File: src/rtl/systolic_pkg.sv
// systolic_pkg: shared constants, FSM states and run lengths for the systolic array feeder
// Ports: none (package).
package systolic_pkg;
    localparam int ARR_N = 4;
    localparam int ARR_K = 4;
    localparam int DATA_W = 16;
    localparam int FEED_LEN = ARR_K + ARR_N - 1;
    localparam int DRAIN_LEN = 2 * ARR_N - 1;
    localparam int MAX_NK = ARR_N > ARR_K ? ARR_N : ARR_K;
    localparam int IDX_W = MAX_NK > 1 ? $clog2(MAX_NK) : 1;
    localparam int KW = ARR_K > 1 ? $clog2(ARR_K) : 1;
    localparam int CNT_W = $clog2((FEED_LEN > DRAIN_LEN ? FEED_LEN : DRAIN_LEN) + 1);
    typedef enum logic [1:0] {IDLE, CLEAR, FEED, DRAIN} state_t;
endpackage

File: src/rtl/systolic_feeder_if.sv
// systolic_feeder_if: buffer-write bus plus run control/status handshake
// Ports: none; master drives wr_*/start and reads busy/done, slave is the feeder.
interface systolic_feeder_if;
    import systolic_pkg::*;
    logic wr_en;
    logic wr_sel;
    logic [IDX_W-1:0] wr_row;
    logic [IDX_W-1:0] wr_col;
    logic [DATA_W-1:0] wr_data;
    logic start;
    logic busy;
    logic done;
    modport master(output wr_en, wr_sel, wr_row, wr_col, wr_data, start, input busy, done);
    modport slave(input wr_en, wr_sel, wr_row, wr_col, wr_data, start, output busy, done);
endinterface

File: src/rtl/skew_lane.sv
// skew_lane: K-deep operand buffer for one array row/column, emits element t-LANE or 0
// Ports: clk/rst; we/widx/wdata write one element; en/t select during FEED; q registered operand.
module skew_lane import systolic_pkg::*; #(
    parameter int LANE = 0
) (
    input  logic              clk,
    input  logic              rst,
    input  logic              we,
    input  logic [IDX_W-1:0]  widx,
    input  logic [DATA_W-1:0] wdata,
    input  logic              en,
    input  logic [CNT_W-1:0]  t,
    output logic [DATA_W-1:0] q
);
    logic [DATA_W-1:0] vec [ARR_K];
    logic [CNT_W-1:0] rd;
    logic hit;
    assign rd = t - CNT_W'(LANE);
    // diagonal skew: lane LANE is silent until t reaches LANE, then walks its K elements
    assign hit = en && t >= CNT_W'(LANE) && rd < CNT_W'(ARR_K);
    always_ff @(posedge clk)
        if (we) vec[widx[KW-1:0]] <= wdata;
    always_ff @(posedge clk)
        q <= rst ? '0 : hit ? vec[rd[KW-1:0]] : '0;
endmodule

File: src/rtl/systolic_feeder.sv
// systolic_feeder: buffers A/B and feeds the output-stationary array with diagonal skew
// Ports: clk/rst; bus (write bus, start, busy, done); arr_rst array clear pulse;
//        west_out slice i -> row i west input; north_out slice j -> column j north input.
module systolic_feeder import systolic_pkg::*; (
    input  logic                     clk,
    input  logic                     rst,
    systolic_feeder_if.slave         bus,
    output logic                     arr_rst,
    output logic [ARR_N*DATA_W-1:0]  west_out,
    output logic [ARR_N*DATA_W-1:0]  north_out
);
    state_t state, next_state;
    logic [CNT_W-1:0] t, next_t;
    logic last, wr_ok;
    assign last = t == (state == FEED ? CNT_W'(FEED_LEN - 1) : CNT_W'(DRAIN_LEN - 1));
    assign wr_ok = bus.wr_en && state == IDLE;
    always_comb begin
        next_state = state;
        next_t = '0;
        next_state = state == IDLE ? (bus.start ? CLEAR : IDLE) :
                     state == CLEAR ? FEED :
                     !last ? state :
                     state == FEED ? DRAIN : IDLE;
        next_t = (state == FEED || state == DRAIN) && !last ? t + 1'b1 : '0;
    end
    // status flags are registered from the next state so they line up with it
    always_ff @(posedge clk) begin
        if (rst) begin
            state <= IDLE;
            t <= '0;
            bus.busy <= 1'b0;
            bus.done <= 1'b0;
            arr_rst <= 1'b0;
        end else begin
            state <= next_state;
            t <= next_t;
            bus.busy <= next_state != IDLE;
            bus.done <= state == DRAIN && last;
            arr_rst <= next_state == CLEAR;
        end
    end
    for (genvar i = 0; i < ARR_N; i++) begin : g_lane
        skew_lane #(.LANE(i)) u_row (
            .clk(clk), .rst(rst),
            .we(wr_ok && !bus.wr_sel && bus.wr_row == IDX_W'(i) && int'(bus.wr_col) < ARR_K),
            .widx(bus.wr_col), .wdata(bus.wr_data),
            .en(state == FEED), .t(t),
            .q(west_out[i*DATA_W +: DATA_W])
        );
        skew_lane #(.LANE(i)) u_col (
            .clk(clk), .rst(rst),
            .we(wr_ok && bus.wr_sel && bus.wr_col == IDX_W'(i) && int'(bus.wr_row) < ARR_K),
            .widx(bus.wr_row), .wdata(bus.wr_data),
            .en(state == FEED), .t(t),
            .q(north_out[i*DATA_W +: DATA_W])
        );
    end
endmodule
File: src/flat_wrapper.sv
// flat-port wrapper written by rule: the top's interface ports become plain ports
module systolic_feeder_flat import systolic_pkg::*;
  (clk, rst, arr_rst, west_out, north_out, bus_wr_en, bus_wr_sel, bus_wr_row, bus_wr_col, bus_wr_data, bus_start, bus_busy, bus_done);
  systolic_feeder_if bus_i ();
  input  logic clk;
  input  logic rst;
  output logic arr_rst;
  output logic [ARR_N*DATA_W-1:0] west_out;
  output logic [ARR_N*DATA_W-1:0] north_out;
  input wire logic [$bits(bus_i.wr_en)-1:0] bus_wr_en;
  input wire logic [$bits(bus_i.wr_sel)-1:0] bus_wr_sel;
  input wire logic [$bits(bus_i.wr_row)-1:0] bus_wr_row;
  input wire logic [$bits(bus_i.wr_col)-1:0] bus_wr_col;
  input wire logic [$bits(bus_i.wr_data)-1:0] bus_wr_data;
  input wire logic [$bits(bus_i.start)-1:0] bus_start;
  output wire logic [$bits(bus_i.busy)-1:0] bus_busy;
  output wire logic [$bits(bus_i.done)-1:0] bus_done;
  assign bus_i.wr_en = bus_wr_en;
  assign bus_i.wr_sel = bus_wr_sel;
  assign bus_i.wr_row = bus_wr_row;
  assign bus_i.wr_col = bus_wr_col;
  assign bus_i.wr_data = bus_wr_data;
  assign bus_i.start = bus_start;
  assign bus_busy = bus_i.busy;
  assign bus_done = bus_i.done;
  systolic_feeder u_core (.clk(clk), .rst(rst), .bus(bus_i), .arr_rst(arr_rst), .west_out(west_out), .north_out(north_out));
endmodule
File: config.mk
export PLATFORM = sky130hd
export DESIGN_NAME = systolic_feeder_flat
export DESIGN_NICKNAME = d
export VERILOG_FILES = /design/src/rtl/systolic_pkg.sv /design/src/rtl/systolic_feeder_if.sv /design/src/rtl/skew_lane.sv /design/src/rtl/systolic_feeder.sv /design/src/flat_wrapper.sv
export SDC_FILE = /design/constraint.sdc
export NUM_CORES = 1
export LEC_CHECK = 0
export CORE_MARGIN = 2
export CORE_UTILIZATION = 31
export DETAILED_ROUTE_END_ITERATION = 12
export HOLD_SLACK_MARGIN = 0.15
export SLEW_MARGIN = 20
export SYNTH_ARGS = -nofsm -noshare
export SYNTH_HDL_FRONTEND = slang
export SYNTH_SLANG_ARGS = --single-unit
File: constraint.sdc
create_clock -name clk -period 3.3 [get_ports clk]
set_clock_uncertainty 0.15 [all_clocks]
set_input_delay 0.99 -clock clk [delete_from_list [all_inputs] [get_ports clk]]
set_output_delay 0.99 -clock clk [all_outputs]
set_load 0.01 [all_outputs]
; ---- After elaboration in Yosys (flattened, before gate mapping)
; Memory sizes are Yosys's and may differ from the RTL's. A register that Yosys moved wholly into a read port is not among the register bits.
; Index checks and enable logic that the tools add are counted.
[totals]
out_inout_bits = 131
input_bits = 25
mem_bits_ro = 0
elab_cells = 95
n_memories = 8
latchBits = 0
register_bits = 8
ramBits = 512
[memory_table]
columns = name, words, width, read_ports, rd_ports_with_merged_regs, write_ports, line_no
row1 = u_core.g_lane[0].u_col.vec, 4, 16, 1, 1, 1, skew_lane.sv:15  ; logic [DATA_W-1:0] vec [ARR_K];
row2 = u_core.g_lane[0].u_row.vec, 4, 16, 1, 1, 1, skew_lane.sv:15
row3 = u_core.g_lane[1].u_col.vec, 4, 16, 1, 1, 1, skew_lane.sv:15
row4 = u_core.g_lane[1].u_row.vec, 4, 16, 1, 1, 1, skew_lane.sv:15
row5 = u_core.g_lane[2].u_col.vec, 4, 16, 1, 1, 1, skew_lane.sv:15
row6 = u_core.g_lane[2].u_row.vec, 4, 16, 1, 1, 1, skew_lane.sv:15
row7 = 2 more memories, -, -, -, -, -, -
[op_classes]
addsub = 4
n_reduce_logical = 33
n_eq_ne = 11
div = 0
shifts = 0
n_mul = 0
n_lt_le_gt_ge = 8
bitwise = 5
muxes = 21
[ops]
columns = operator, n
row1 = logical AND 1 bit, 21
row2 = two-way mux 1 bit, 17
row3 = "equality test 2 bit, second input constant", 6
row4 = "less-than comparator 3 bit, second input constant", 4
row5 = OR reduction 2 bit, 5
row6 = "equality test 2 x 1 -> 1 bit, second input constant", 4
row7 = two-way mux 2 bit, 4
row8 = ">= comparator 3 x 1 -> 1 bit, second input constant", 2
row9 = ">= comparator 3 x 2 -> 1 bit, second input constant", 2
row10 = logical NOT 2 bit, 3
row11 = "subtractor 3 x 2 -> 3 bit, second input constant", 2
row12 = inverter 1 bit, 5
row13 = "adder 3 x 1 -> 3 bit, second input constant", 1
row14 = "equality test 3 bit, second input constant", 1
row15 = "subtractor 3 x 1 -> 3 bit, second input constant", 1
row16 = logical NOT 1 bit, 2
row17 = nonzero test 2 bit, 1
row18 = logical OR 1 bit, 1

; ---- Depth between registers and ports, before layout
; Gate-level depths: netlist of run 1.
[depth]
word_depth = 6
mapped_depth = 9
ltp_nobuf = 5

; ---- Modules after synthesis
; From an unflattened synthesis of run 1, not the netlist that was laid out.
[hier_totals]
cells_unflattened = 1113
area_unflattened_um2 = 23349.9
[modules_own_cells]
columns = module, n_inst, seq_area_each_um2, area_per_inst_um2, cells_per_inst
row1 = skew_lane (u_core.g_lane[2].u_col ...), 2, 2242.2, 2941.6, 133
row2 = skew_lane (u_core.g_lane[1].u_col ...), 2, 2242.2, 2905.3, 131
row3 = skew_lane (u_core.g_lane[3].u_col ...), 2, 2242.2, 2855.2, 128
row4 = skew_lane (u_core.g_lane[0].u_col ...), 2, 2242.2, 2770.2, 143
row5 = systolic_feeder, 1, 160.2, 405.4, 43

; ---- Worst setup path before layout of run 1
; No wires, ideal clock.
[synth_path]
path_type = input to register
startpoint = in bus_wr_row[0]
endpoint = mem u_core.g_lane[1].u_row.vec[0][0], enable pin
setup_time_ns = 0.409
path_slack_ns = 0.008
path_buffers = 1
path_stages = 4
t_required_ns = 2.741
t_arrival_ns = 2.733
cell_sequence = clkbuf_1 nand2b_1 nand2b_1 nor3_1
[synth_between]
elab_chain_len = 4
[synth_lines]
columns = element, line_no
row1 = "start, declared", flat_wrapper.sv:12  ; input wire logic [$bits(bus_i.wr_row)-1:0] bus_wr_row;
row2 = equality test 2 x 1 -> 1 bit, systolic_feeder.sv:45  ; .we(wr_ok && !bus.wr_sel && bus.wr_row == IDX_W'(i) && int'(bus.wr_col) < ARR_K),
row3 = logical AND 1 bit, systolic_feeder.sv:45
row4 = two-way mux 1 bit, skew_lane.sv:22  ; if (we) vec[widx[KW-1:0]] <= wdata;
row5 = two-way mux 1 bit (not written as such), skew_lane.sv:22
row6 = "end, declared", skew_lane.sv:15
; Every way passes these cells.

; ---- Final worst setup path of run 1
[layout_path]
startpoint = reg u_core.g_lane[3].u_row.q[6] (read register of u_core.g_lane[3].u_row.vec)
endpoint = out west_out[54]
[layout_rtl]
columns = element, line_no
row1 = "start, declared", skew_lane.sv:13  ; output logic [DATA_W-1:0] q
row2 = "end, declared", flat_wrapper.sv:8  ; output logic [ARR_N*DATA_W-1:0] west_out;
; No word-level cell between the ends.

==> impl_results.md, run 1 <==
- Status: finished, final reports clean
- Layout Area Growth over Synthesis: 24.8%
- RSZ-0062 raised after global routing: no
- Commonest non-fill, non-tap cell in the layout: edfxtp_1
- Max_cap viols: 0
- Fin Setup TNS: 0 ps
- Final ANT Viol Nets: 0
- Number of setup buffers added after CTS: 0
- Cell depth of the worst setup path: 1
- Die Y: roughly 270 um
- CTS tree: yes
- DP HPWL: between 20000 and 30000 um
- Syn Nets: between 1000 and 1500
- Worst path max stage delay: roughly 570 ps
- Gr usage total: 0.128
- Synthesized area: around 23000 um2
- Post-layout util: 0.389
- Sequential Power Share: 0.522
- Final Max Tran Viols: 0
- Routability Congestion: roughly 0.74
- Fin crit share: 0.806
- Tmin final: ~2700 ps
- Buffers and inverters on the worst path: 1
- Worst min-delay path category: register to register
- Gate Count Post-Synth: around 1000
- Netlist cell types: 32
- Largest net degree at the start of global routing: 80
- Crit-path slowest cell: clkdlybuf4s50_1
- Cell internal pwr: 0.0136 W
- Root buffer cell: clkbuf_16
- Final Hold Vio Count: 0
- Syn avg cell area: around 22 um2
- I/O Buffers: around 160
- FF-to-FF path depth: 5
- Syn. warnings: 0
- # IOs: 156
- Dpl ws: slightly below 300 ps
- Die ar.: about 75000 um2
- Clk_lat worst skew: ~590 ps
- CP Launch Type: register
- DR iter-0 viols: about 810
- Hold_ws: around 480 ps
- Worst slew pin tran: ~800 ps
- Via count: 10300
- Switching fraction of total power: 0.198
- First-pass detailed-route iteration total: 5
- Final setup fails: 0
- Clock sinks: about 650
- Synth top area share: 0.679
- Starting density of the core: 0.312
- Vias in the first global route: approximately 11000
- Cell count of the worst hold path: 2
- Max H-tree Level: 3
- # DRC: 0
- Layout cells sized above 1: 0.234
- Worst Setup Path Type: register to output pin
- Final WL: between 40000 and 50000 um
- Most frequent cells in the layout: edfxtp_1 (512), clkdlybuf4s50_1 (155), dfxtp_1 (134), mux4_2 (128), nor2b_1 (99)
- Crit-path max FO: 1
- Nets@finish: ~1300
- Cells after DPL: 2168
- PostCTS Resize Cnt: 0
- Crit end category: output pin
- Final std cells w/o fill: 2295
- Max Fclk: 376 MHz
- Gr ovfl total: 0
- CTS buffer count: ~70
- First-pass GRT wire length: between 70000 and 80000 um
- Pwr Density: 601 nW/um2
- VDD IR max: between 0.3 and 0.4 mV
- CP cell instances: clkdlybuf4s50_1
- Flops & latches, synth: roughly 650
- Post-route setup slack: between 600 and 700 ps
- WL per Instance: roughly 21 um
- Worst EP required: 2160 ps
- Register area share after synthesis: 0.799
- Clock-pin slew on the worst setup and hold paths: 60 ps
- Critical Path AT: 1520 ps
- Comb power frac: 0.031
- Core area: approximately 73000 um2
- Hold Buf Count CTS: 0
- Leading area contributor after synthesis: edfxtp_1
- Clock power share: 0.446
- Family with the most delay on the worst path: buffers and inverters
- Die width: between 200 and 300 um
- Rows: 99
- Main area contributors after synthesis: edfxtp_1 (68%), mux4_2 (13%), dfxtp_1 (12%)
- Rel. slew slack: 0.470
- Vias per cell: 4.49
- Sw Pwr: between 0.003 and 0.004 W
- Pleak: 8.96 nW
- Max Root-Sink Buffers: 3
- Antenna violations before repair: 6
-- flip-flops by register name, indices dropped and copies added, names as in the netlist --
signal / flops
u_core.bus.busy: 1
u_core.g_lane.u_col.q: 64
u_core.g_lane.u_row.q: 64
u_core.bus.done: 1
u_core.g_lane.u_col.vec: 256
u_core.state: 2
u_core.arr_rst: 1
u_core.g_lane.u_row.vec: 256
u_core.t: 3
-- worst min-delay path, stage by stage, from the launching register on --
cell and delay [ps]:
dfxtp_1 400, nand3_1 120, nor2_1 60
-- power groups by stage --
stage               combinational [W]  clock (W)  sequential (W)
floorplan                    0.000265          0         0.00905
global placement             0.000545          0         0.00905
detailed placement           0.000554          0         0.00905
CTS                          0.000554    0.00779         0.00887
global route                 0.000578    0.00810         0.00887
finish                       0.000535    0.00758         0.00887
-- cell type report --
class / count / area, um2
multi-input cells: 338 / 4250
clock inverters: 28 / 288
flip-flops and latches: 648 / 18100
repair buffers: 218 / 2410
fillers: 6547 / 44300
inverters: 5 / 18.8
well taps: 959 / 1200
diodes: 1 / 2.50
clock buffers: 98 / 1990
-- through the flow --
| step | power (W) | area (um2) |
|---|---|---|
| final | 0.0170 | 28300 |
| after global routing | 0.0175 | 28300 |
| after CTS | 0.0172 | 28300 |
| after detailed placement | 0.00960 | 26000 |
| after global placement | 0.00959 | 26000 |
| after floorplan | 0.00931 | 22600 |
-- kinds of logic (layout without fill, tap and decap cells) --
group	after synthesis	count (layout)	share of synthesized area
flops	648	648	0.799
simple gates	196	196	0.0512
mux	128	128	0.127
buf+inv	56	349	0.0158
fa+ha+maj	7	7	0.00387
compound gates	6	6	0.00210
xor+xnor	1	1	0.000387
other cells	0	1	0
-- layer usage --
layer,share of wire,track usage,vias to the layer above
li1,-,-,4612
met1,0.44,0.172,5356
met2,0.48,0.205,264
met3,0.055,0.0275,62
met4,0.023,0.0455,6
met5,0.00079,0,-
-- cells in the mapped netlist --
| master | number |
|---|---|
| a41oi_1 | 1 |
| o311ai_1 | 1 |
| nand4b_1 | 1 |
| nor2_1 | 31 |
| buf_2 | 9 |
| nor4b_1 | 1 |
| nand2b_1 | 7 |
| or4_4 | 1 |
| buf_1 | 6 |
| a31oi_1 | 1 |
| a211oi_1 | 1 |
| xnor2_1 | 1 |
| o31a_1 | 1 |
| and3_1 | 32 |
| edfxtp_1 | 512 |
| nand3_1 | 4 |
| dfxtp_1 | 136 |
| nor3_1 | 8 |
| buf_4 | 4 |
| inv_1 | 5 |
| ha_1 | 7 |
| o211ai_1 | 1 |
| buf_8 | 2 |
| nand3b_1 | 3 |
| clkbuf_1 | 17 |
| and4bb_2 | 1 |
| nor2b_1 | 99 |
| nand2_1 | 6 |
| buf_6 | 13 |
| nor3b_4 | 1 |
| nor4b_2 | 1 |
| mux4_2 | 128 |
-- final timing paths --
path | start | endpoint | slack, ps
worst max-delay path | u_core.g_lane[3].u_row.q[6] | west_out[54] | 640
worst min-delay path | u_core.t[2] | u_core.bus.done | 480
worst max register to register | u_core.t[0] | u_core.g_lane[3].u_col.q[6] | 640
worst min register to register | u_core.t[2] | u_core.bus.done | 480
Power figures use the tool's default switching activity.
==> run 2, diff against run 1 <==
Clock period 3.3 ns to 2.4 ns, I/O delays scaled along.
==> run 2 against run 1 <==
  * Total power up 37%
  * Non-clock buffer count rose by 34
  * Via count rose by 2.2%
  * Wire length is 4.6% higher
  * Critical path type unchanged
  * Largest power group unchanged
==> impl_results.md, run 2 (synthesis gave the netlist of run 1 again) <==
- Vias per cell: around 4.5
- Clk_lat worst skew: roughly 600 ps
- Hold Crit Endpoint: u_core.bus.busy
- Buffers and inverters on the worst path: 1
- Cell depth of the worst setup path: 1
- Worst path max stage delay: approximately 540 ps
- # fillers: roughly 6500
- Final Max Tran Viols: 0
- Hold wc startpoint: u_core.state[0]
- Layout cells sized above 1: 0.252
- Pleak: ~9.4 nW
- Clock-pin slew on the worst setup and hold paths: about 60 ps
- Family with the most delay on the worst path: buffers and inverters
- Worst Setup Path Type: register to output pin
- Register area: ~18000 um2
- Launching point of the worst reg2reg path: u_core.t[0]
- RSZ-0062 raised after global routing: no
- Final Hold Vio Count: 0
- Worst EP required: about 1500 ps
- Most frequent cells in the layout: edfxtp_1 (512), dfxtp_1 (133), mux4_2 (128), clkdlybuf4s50_1 (124), nor2b_1 (99)
- Reg-to-reg critical path endpoint: u_core.g_lane[3].u_col.q[0]
- DP HPWL: a little over 30000 um
- First-pass detailed-route iteration total: 5
- Dpl ws: -343 ps
- # IOs: 156
- First-pass GRT wire length: 74200 um
- Critical Path AT: around 1500 ps
- Starting density of the core: 0.312
- DR iter-0 viols: between 800 and 900
- CP Launch Type: register
- Die Y: 274 um
- Max Root-Sink Buffers: 3
- Routability Congestion: 0.722
- Largest net degree at the start of global routing: just under 60
- Status: finished, final reports clean
- Cell count of the worst hold path: 1
- Fin crit share: 0.977
- Max H-tree Level: 3
- Vias in the first global route: roughly 11000
- CTS buffer count: between 60 and 70
- Final ANT Viol Nets: 0
- Layout Area Growth over Synthesis: 26.1%
- Root buffer cell: clkbuf_16
- Nets@finish: between 1000 and 1500
- Core area: 72600 um2
- # DRC: 0
- Max_cap viols: 0
- Pwr Density: roughly 800 nW/um2
- Fin Setup TNS: 0 ps
- Via count: 10500
- Worst min-delay path category: register to register
- Rel. slew slack: 0.690
- Die width: 274 um
- Worst slew pin tran: between 400 and 500 ps
- CP cell instances: clkdlybuf4s50_1
- Final WL: 50400 um
- Crit-path slowest cell: clkdlybuf4s50_1
- Die ar.: ~75000 um2
- Antenna violations before repair: 4
- CTS tree: yes
- Commonest non-fill, non-tap cell in the layout: edfxtp_1
- Max Fclk: approximately 430 MHz
- FF-to-FF setup slack: 280 ps
- Crit-path max FO: 1
- Final setup fails: 0
- Rows: 99
- Gr ovfl total: 0
- Post-route setup slack: 55.3 ps
- Clock sinks: 648
- FF-to-FF path depth: 4
- VDD IR max: 0.487 mV
- Tmin final: ~2300 ps
- Gr usage total: 0.135
- Crit end category: output pin
- WL per Instance: about 22 um
- Multi-input logic area: between 4000 and 5000 um2
- I/O Buffers: 155
## run 2: cell count changes in the layout (fill, tap and decap cells not counted), moves of 7 or more
cell             before  now
buf_4                32   58
clkdlybuf4s50_1     155  124
dlygate4sd2_1         0   26
clkbuf_8             11    4
clkinv_1              4   14
buf_12               31   39
## run 2: what timing repair did
action | 4_1_cts | 5_1_grt
gates resized for setup | 27 | 5
setup endpoints to repair | 26 | 5
hold buffers | 0 | 0
buffers inserted | 0 | 0
pin swaps | 0 | 0
## run 2: worst max path at each step
stage | endpoint | startpoint | slack, ps
2_1_floorplan | u_core.g_lane[1].u_row.vec[2][0] | bus_wr_row[1] | -220
3_5_place_dp | u_core.g_lane[3].u_row.vec[2][8] | bus_wr_en | -340
4_1_cts | north_out[18] | u_core.g_lane[1].u_col.q[2] | 0.2
3_3_place_gp | u_core.g_lane[2].u_row.vec[1][6] | bus_wr_en | -300
5_1_grt | north_out[29] | u_core.g_lane[1].u_col.q[13] | 1
6_report | west_out[47] | u_core.g_lane[2].u_row.q[15] | 60
## run 2: where the power goes
part	switching (W)	internal, W
Sequential	0.0000245	0.0122
Clock	0.00421	0.00601
Combinational	0.000456	0.000349
## run 2: metrics by stage
stage	power [W]	util	std cells	instance area, um2	hold slack, ps
2_1_floorplan	0.0128	-	1042	22700	375
3_3_place_gp	0.0133	0.363	2202	26400	430
3_5_place_dp	0.0133	0.363	2202	26400	424
4_1_cts	0.0235	0.393	2328	28500	437
5_1_grt	0.0240	0.393	2330	28500	465
6_report	0.0232	0.393	2330	28500	433
## run 2: cell type report
cell class	count	area share
inverter	5	0.000657
sequential	648	0.634
multi-input combinational	338	0.150
tap	959	0.0420
antenna	2	0.000175
timing repair buffer	252	0.0962
clock inverter	34	0.00916
clock buffer	92	0.0679
## run 2: routing by layer
| layer | track usage | vias up | share of wire |
|---|---|---|---|
| li1 | - | 4687 | - |
| met1 | 0.179 | 5509 | 0.44 |
| met5 | 0 | - | 0.00050 |
| met2 | 0.223 | 263 | 0.49 |
| met3 | 0.0254 | 63 | 0.046 |
| met4 | 0.0478 | 4 | 0.023 |
